`config.mk`:
```
export PLATFORM = sky130hd
export DESIGN_NAME = fp_addsub_pipe_fsm
export DESIGN_NICKNAME = d
export VERILOG_FILES = /design/src/rtl/fp_addsub_pipe_fsm.sv
export SDC_FILE = /design/constraint.sdc
export NUM_CORES = 1
export LEC_CHECK = 0
export CORE_ASPECT_RATIO = 1.5
export CORE_MARGIN = 2
export CORE_UTILIZATION = 61
export CTS_CLUSTER_SIZE = 28
export DETAILED_ROUTE_END_ITERATION = 8
export GPL_TIMING_DRIVEN = 0
export PLACE_DENSITY = 0.91
export SLEW_MARGIN = 10
export SYNTH_ARGS = -nofsm -noshare
export SYNTH_HDL_FRONTEND = slang
export SYNTH_SLANG_ARGS = --single-unit
```
`constraint.sdc`:
```
create_clock -name clk -period 18.4 [get_ports clk]
set_input_delay 3.68 -clock clk [delete_from_list [all_inputs] [get_ports clk]]
set_output_delay 3.68 -clock clk [all_outputs]
set_load 0.01 [all_outputs]
```
`src/rtl/fp_addsub_pipe_fsm.sv`:
```
// Multi-cycle IEEE-754-style adder/subtractor: IDLE -> ALIGN -> ADD -> NORM -> ROUND -> DONE.
// Round-to-nearest-even, denormals flushed to zero, specials resolved during ALIGN.
module fp_addsub_pipe_fsm #(
    parameter int EXP_W = 8,
    parameter int MAN_W = 23,
    localparam int W = 1 + EXP_W + MAN_W
) (
    input  logic         clk,
    input  logic         rst,
    input  logic         in_valid,
    output logic         in_ready,
    input  logic [W-1:0] a,
    input  logic [W-1:0] b,
    input  logic         op_sub,
    output logic         out_valid,
    input  logic         out_ready,
    output logic [W-1:0] result,
    output logic         flag_ovf,
    output logic         flag_uf,
    output logic         flag_inv
);
    localparam int SW   = MAN_W + 4;            // hidden + frac + G/R/S
    localparam int XW   = EXP_W + 2;            // signed exponent with head-room
    localparam int LZ_W = $clog2(MAN_W + 5);
    localparam logic signed [XW-1:0] EXP_TOP = XW'((1 << EXP_W) - 1);
    localparam logic [W-1:0] QNAN = {1'b0, {EXP_W{1'b1}}, 1'b1, {(MAN_W-1){1'b0}}};

    typedef enum logic [2:0] {S_IDLE, S_ALIGN, S_ADD, S_NORM, S_ROUND, S_DONE} state_t;

    function automatic logic [LZ_W-1:0] f_lzc(input logic [SW-1:0] v);
        f_lzc = '0;
        for (int i = 0; i < SW; i++)
            if (v[i]) f_lzc = LZ_W'(SW - 1 - i);
    endfunction

    function automatic logic f_round_up(input logic lsb, input logic g, input logic r, input logic s);
        f_round_up = g & (r | s | lsb);
    endfunction

    state_t                 r_state;
    logic                   r_in_ready, r_out_valid, r_ovf, r_uf, r_inv;
    logic [W-1:0]           r_result, r_a, r_b, r_spec_res;
    logic                   r_sign, r_esub, r_spec, r_spec_inv, r_nzero;
    logic [EXP_W-1:0]       r_exp;
    logic [SW-1:0]          r_ma, r_mb, r_nsig;
    logic [SW:0]            r_sum;
    logic signed [XW-1:0]   r_nexp;

    // ALIGN: unpack, order by magnitude, shift the smaller operand with sticky collection
    logic                   w_sa, w_sb, w_za, w_zb, w_nan_a, w_nan_b, w_inf_a, w_inf_b;
    logic [EXP_W-1:0]       w_ea, w_eb, w_ehi, w_elo, w_ed;
    logic [MAN_W-1:0]       w_fa, w_fb, w_fhi, w_flo;
    logic [W-2:0]           w_key_a, w_key_b;
    logic                   w_swap, w_zhi, w_zlo, w_shi;
    logic [SW-1:0]          w_mhi, w_mlo, w_mask, w_mlo_al;
    logic                   w_spec, w_spec_inv;
    logic [W-1:0]           w_spec_res;

    assign w_sa    = r_a[W-1];
    assign w_sb    = r_b[W-1];
    assign w_ea    = r_a[W-2:MAN_W];
    assign w_eb    = r_b[W-2:MAN_W];
    assign w_fa    = r_a[MAN_W-1:0];
    assign w_fb    = r_b[MAN_W-1:0];
    assign w_za    = (w_ea == '0);
    assign w_zb    = (w_eb == '0);
    assign w_nan_a = (&w_ea) & (|w_fa);
    assign w_nan_b = (&w_eb) & (|w_fb);
    assign w_inf_a = (&w_ea) & ~(|w_fa);
    assign w_inf_b = (&w_eb) & ~(|w_fb);
    assign w_key_a = w_za ? '0 : r_a[W-2:0];
    assign w_key_b = w_zb ? '0 : r_b[W-2:0];
    assign w_swap  = (w_key_b > w_key_a);
    assign w_ehi   = w_swap ? w_eb : w_ea;
    assign w_elo   = w_swap ? w_ea : w_eb;
    assign w_fhi   = w_swap ? w_fb : w_fa;
    assign w_flo   = w_swap ? w_fa : w_fb;
    assign w_zhi   = w_swap ? w_zb : w_za;
    assign w_zlo   = w_swap ? w_za : w_zb;
    assign w_shi   = w_swap ? w_sb : w_sa;
    assign w_mhi   = w_zhi ? '0 : {1'b1, w_fhi, 3'b000};
    assign w_mlo   = w_zlo ? '0 : {1'b1, w_flo, 3'b000};
    assign w_ed    = w_ehi - w_elo;
    assign w_mask  = ~({SW{1'b1}} << w_ed);
    assign w_mlo_al = (32'(w_ed) >= 32'(SW - 1)) ? {{(SW-1){1'b0}}, |w_mlo}
                    : ((w_mlo >> w_ed) | {{(SW-1){1'b0}}, |(w_mlo & w_mask)});

    always_comb begin
        w_spec     = 1'b1;
        w_spec_inv = 1'b0;
        w_spec_res = '0;
        if (w_nan_a | w_nan_b | (w_inf_a & w_inf_b & (w_sa ^ w_sb))) begin
            w_spec_res = QNAN;
            w_spec_inv = 1'b1;
        end else if (w_inf_a) begin
            w_spec_res = r_a;
        end else if (w_inf_b) begin
            w_spec_res = r_b;
        end else if (w_za & w_zb) begin
            // both zero: only -0 + -0 keeps the negative sign
            w_spec_res = {w_sa & w_sb, {(W-1){1'b0}}};
        end else begin
            w_spec = 1'b0;
        end
    end

    // ADD / NORM datapath
    logic [SW:0]            w_sum;
    logic [LZ_W-1:0]        w_lzc;
    logic signed [XW-1:0]   w_exp_x;

    assign w_sum   = r_esub ? ({1'b0, r_ma} - {1'b0, r_mb}) : ({1'b0, r_ma} + {1'b0, r_mb});
    assign w_lzc   = f_lzc(r_sum[SW-1:0]);
    assign w_exp_x = $signed({2'b00, r_exp});

    // ROUND: nearest-even, carry-out renormalises by one
    logic                   w_up, w_rovf, w_ruf;
    logic [MAN_W+1:0]       w_rsig;
    logic signed [XW-1:0]   w_rexp;
    logic [MAN_W-1:0]       w_rfrac;

    assign w_up    = f_round_up(r_nsig[3], r_nsig[2], r_nsig[1], r_nsig[0]);
    assign w_rsig  = {1'b0, r_nsig[SW-1:3]} + {{(MAN_W+1){1'b0}}, w_up};
    assign w_rexp  = r_nexp + $signed({{(XW-1){1'b0}}, w_rsig[MAN_W+1]});
    assign w_rfrac = w_rsig[MAN_W+1] ? w_rsig[MAN_W:1] : w_rsig[MAN_W-1:0];
    assign w_rovf  = (w_rexp >= EXP_TOP);
    assign w_ruf   = (w_rexp <= $signed(XW'(0)));

    always_ff @(posedge clk) begin
        if (rst) begin
            r_state     <= S_IDLE;
            r_in_ready  <= 1'b1;
            r_out_valid <= 1'b0;
            r_result    <= '0;
            r_ovf       <= 1'b0;
            r_uf        <= 1'b0;
            r_inv       <= 1'b0;
        end else begin
            case (r_state)
                S_IDLE: begin
                    if (in_valid && r_in_ready) begin
                        r_a        <= a;
                        r_b        <= {b[W-1] ^ op_sub, b[W-2:0]};
                        r_ovf      <= 1'b0;
                        r_uf       <= 1'b0;
                        r_inv      <= 1'b0;
                        r_in_ready <= 1'b0;
                        r_state    <= S_ALIGN;
                    end
                end
                S_ALIGN: begin
                    r_sign     <= w_shi;
                    r_exp      <= w_ehi;
                    r_ma       <= w_mhi;
                    r_mb       <= w_mlo_al;
                    r_esub     <= w_sa ^ w_sb;
                    r_spec     <= w_spec;
                    r_spec_res <= w_spec_res;
                    r_spec_inv <= w_spec_inv;
                    r_state    <= S_ADD;
                end
                S_ADD: begin
                    r_sum   <= w_sum;
                    r_state <= S_NORM;
                end
                S_NORM: begin
                    r_nzero <= (r_sum == '0);
                    if (r_sum[SW]) begin
                        r_nsig <= {r_sum[SW:2], r_sum[1] | r_sum[0]};
                        r_nexp <= w_exp_x + $signed(XW'(1));
                    end else begin
                        r_nsig <= r_sum[SW-1:0] << w_lzc;
                        r_nexp <= w_exp_x - $signed({{(XW-LZ_W){1'b0}}, w_lzc});
                    end
                    r_state <= S_ROUND;
                end
                S_ROUND: begin
                    if (r_spec) begin
                        r_result <= r_spec_res;
                        r_inv    <= r_spec_inv;
                    end else if (r_nzero) begin
                        r_result <= '0;
                    end else if (w_rovf) begin
                        r_result <= {r_sign, {EXP_W{1'b1}}, {MAN_W{1'b0}}};
                        r_ovf    <= 1'b1;
                    end else if (w_ruf) begin
                        r_result <= {r_sign, {(W-1){1'b0}}};
                        r_uf     <= 1'b1;
                    end else begin
                        r_result <= {r_sign, w_rexp[EXP_W-1:0], w_rfrac};
                    end
                    r_out_valid <= 1'b1;
                    r_state     <= S_DONE;
                end
                S_DONE: begin
                    if (out_ready) begin
                        r_out_valid <= 1'b0;
                        r_in_ready  <= 1'b1;
                        r_state     <= S_IDLE;
                    end
                end
                default: r_state <= S_IDLE;
            endcase
        end
    end

    assign in_ready  = r_in_ready;
    assign out_valid = r_out_valid;
    assign result    = r_result;
    assign flag_ovf  = r_ovf;
    assign flag_uf   = r_uf;
    assign flag_inv  = r_inv;
endmodule
```
==> summary.txt <==
Status
  – Status: finished clean

Synthesis
  – Top FF cell, synth: edfxtp_1
  – Syn_area_per_cell: 9.230 um2
  – Synthesized area: 17,620 um2
  – Netlist cell types: 80
  – Cells after Synth: between 1,500 and 2,000
  – Synth area leader: edfxtp_1
  – Async SR Flop Fraction: 0%
  – Synth top area share: 38.35%
  – Yosys warning count: 0
  – Sequential area share after synthesis: 42.89%
  – Synthesis-stage register bit count: 265
  – Post-synth EDFFs: about 230
  – Synth area leaders: edfxtp_1 (38%), mux2i_1 (6.4%), nand2_1 (6.2%), ha_1 (4.8%), dfxtp_1 (4.5%)

Detailed routing
  – DRT antenna net count: 0
  – Vias post-DR: between 15,000 and 20,000
  – DR vias/cell: roughly 6.5
  – Wire length per cell: 24.04 um
  – Residual DRC: 0
  – DRT Pass-1 Iters: 8
  – Final WL: about 60 mm
  – Iteration-0 DRC count of the detailed router: 1,338

Setup path
  – Crit path buffers/inverters: 13
  – CP top delay family: buffers and inverters
  – CP endpoint kind: flop
  – Worst path required time: between 15,000 and 20,000 ps
  – Setup crit start kind: flop
  – Most frequent CP cell: clkbuf_1
  – Arr. time, crit path: approximately 11,000 ps
  – Kind of critical path: flop to flop
  – Crit path max fanout: 10
  – Worst path max stage delay: 820 ps
  – Critical-path top delay cell: nor3_1

Placed design
  – I/O Buffers: 104
  – Final HPWL DP: 45.57 mm
  – Post-DP Area: 19,400 um2
  – Final GP Congestion: approximately 1.1

CTS
  – Clock Latency Late Sink: 570 ps
  – Post-CTS Setup Bufs: 0
  – Clock root buffer: clkbuf_16
  – CTS sink cnt: 265
  – Clock buffer depth: 3
  – CTS resizes: 0
  – Clock transition at path regs: 70 ps
  – CTS tree: done
  – Cts hold-fix bufs: 0
  – CTS Buf Count: 26
  – H-tree levels: 1

STA
  – Worst slew margin: 16.28%
  – Final hold violations: 0
  – Finish-stage setup viols: 0
  – Maximum achievable frequency: ~0.093 GHz
  – RSZ-0062 raised after global routing: no
  – Crit share post-route: 58.14%
  – Final Critical Period: approximately 11,000 ps
  – Least-Margin Pin Slew: about 1200 ps
  – Fin. max-slew vios: 0
  – Clk_skew: 31.48 ps
  – Setup TNS: 0 ps

Global routing
  – Pin count of the biggest net entering global routing: 37
  – Number of global-route vias before repair: 16,160
  – GR Layer Usage met1: 38.25%
  – Antenna violations before repair: 1
  – Global-route met3 utilization: 5.676%
  – Gr busiest metal: met2
  – First-pass GRT wire length: between 80 and 90 mm
  – M2 GR Usage: 70.82%
  – Total congestion overflow after global routing: 0
  – Total track usage: 39.28%

Power and ir drop
  – PwrDens: 89.77 nW/um2
  – Leak: 7.656 nW
  – VDD IR max: 0.08839 mV
  – Total power: 1.819 mW

Floorplanning
  – Initial Util: 61.56%
  – I/O pin total: 106
  – Total Die Area: a little over 30,000 um2
  – Core outline area: 28,620 um2
  – DIE WIDTH: 142.8 um
  – Rows: 76
  – Die height: 212.2 um

Finish
  – Design area: 20,270 um2
  – Area grow syn2layout: 15.03%
  – Share of layout cells above drive strength 1: 5.286%
  – NumNets Final: 2,218

Worst hold path
  – Hold WC Path Type: flop to flop

Run
  – Max Cap Viol: 0
## final timing paths
path                            cells after the start      start  slack, ps        end
worst max-delay path                               33    r_b[29]       7700   r_mb[10]
worst min-delay path                                2  result[9]        470  result[9]
worst max register to register                     33    r_b[29]       7700   r_mb[10]
worst min register to register                      2  result[9]        470  result[9]
## flip-flops by register name, indices dropped and copies added, names as in the netlist, 3 cells and up
signal / count
r_spec_res: 32
r_ma: 24
r_exp: 8
r_a: 32
r_sum: 28
r_b: 32
r_nsig: 27
r_state: 3
r_nexp: 10
r_mb: 27
result: 32
## cells by family (layout without fill, tap and decap cells)
group / Yosys count / count (layout) / synth area share [%]
multiplexers: 134 / 134 / 8.280
XOR/XNOR: 97 / 97 / 4.822
flip-flops: 265 / 265 / 42.89
buffers and inverters: 179 / 349 / 4.026
AND/OR/NAND/NOR: 708 / 708 / 18.83
AO/OA/AOI/OAI: 454 / 454 / 16.08
adder cells (fa/ha/maj): 71 / 71 / 5.042
other: 1 / 23 / 0.02128
## metal layers
metal  part of all wire [%]  wire length, um
met3                    6.5             3873
met1                     32            19210
met2                     51            30300
met4                     11             6489
met5                  0.022               13
## worst register-to-register path, delay by kind of cell (launching register included)
kind / cells / cell delay, ps
DFF: 1 / 360
AOI/OAI and AO/OA: 8 / 1940
adders and majority gates: 2 / 530
and+or+nand+nor: 8 / 3240
buffers and inverters: 13 / 3940
muxes: 2 / 350
## per-stage QoR
stage / util (%) / hold WS (ps) / setup slack, ps / std cells
floorplan: - / 483.1 / 4002 / 1930
global placement: 67.18 / 452.1 / 1518 / 2424
detailed placement: 67.79 / 458.4 / 8306 / 2443
CTS: 70.80 / 471.4 / 8235 / 2490
global route: 70.80 / 486.2 / 7492 / 2490
finish: 70.81 / 469.2 / 7702 / 2491
## cell usage in the layout (no fill, tap or decap), types with 14 or more instances in the layout
| master | instances |
|---|---|
| nand3_1 | 71 |
| xnor2_1 | 81 |
| nor2b_1 | 18 |
| a21o_1 | 16 |
| conb_1 | 22 |
| a31oi_1 | 53 |
| and3_1 | 18 |
| nand2b_1 | 24 |
| nor4_1 | 25 |
| o21ai_0 | 89 |
| clkbuf_16 | 26 |
| a21oi_1 | 145 |
| buf_2 | 14 |
| nor2_1 | 121 |
| mux2i_1 | 112 |
| mux2_2 | 14 |
| ha_1 | 67 |
| dfxtp_1 | 40 |
| and2_1 | 30 |
| nand4_1 | 21 |
| a211oi_1 | 18 |
| clkdlybuf4s50_1 | 104 |
| buf_4 | 16 |
| clkbuf_1 | 89 |
| nor3_1 | 45 |
| nand2_1 | 290 |
| edfxtp_1 | 225 |
| inv_1 | 63 |
| xor2_1 | 16 |
## cell type report
| class | count | area [um2] |
|---|---|---|
| Antenna cell | 1 | 2.502 |
| Buffer | 113 | 461.7 |
| Clock buffer | 29 | 661.9 |
| Clock inverter | 18 | 200.2 |
| Fill cell | 2118 | 8356 |
| Inverter | 66 | 247.7 |
| Multi-Input combinational cell | 1486 | 9457 |
| Sequential cell | 265 | 7557 |
| Tap cell | 390 | 488.0 |
| Timing Repair Buffer | 123 | 1191 |
## Yosys cell counts, drive strengths merged (8+ instances only)
library cell	instances
nand2	290
edfxtp	225
a21oi	146
nor2	121
mux2i	112
o21ai	97
clkbuf	86
xnor2	81
nand3	71
ha	67
inv	64
a31oi	53
nor3	46
dfxtp	40
and2	31
buf	27
nor4	26
nand2b	24
nand4	22
nor2b	19
a211oi	18
and3	18
a21o	16
xor2	16
mux2	14
o211ai	12
o21a	12
o31ai	10
o22ai	9
a221oi	8
mux4	8
or3	8
## power by group
part / leakage (nW) / internal (mW) / total, mW / switching [mW]
registers: 2.36 / 0.702 / 0.738 / 0.0358
clock network: 0.421 / 0.315 / 0.544 / 0.229
logic: 4.88 / 0.201 / 0.538 / 0.336
Power figures use the tool's default switching activity.
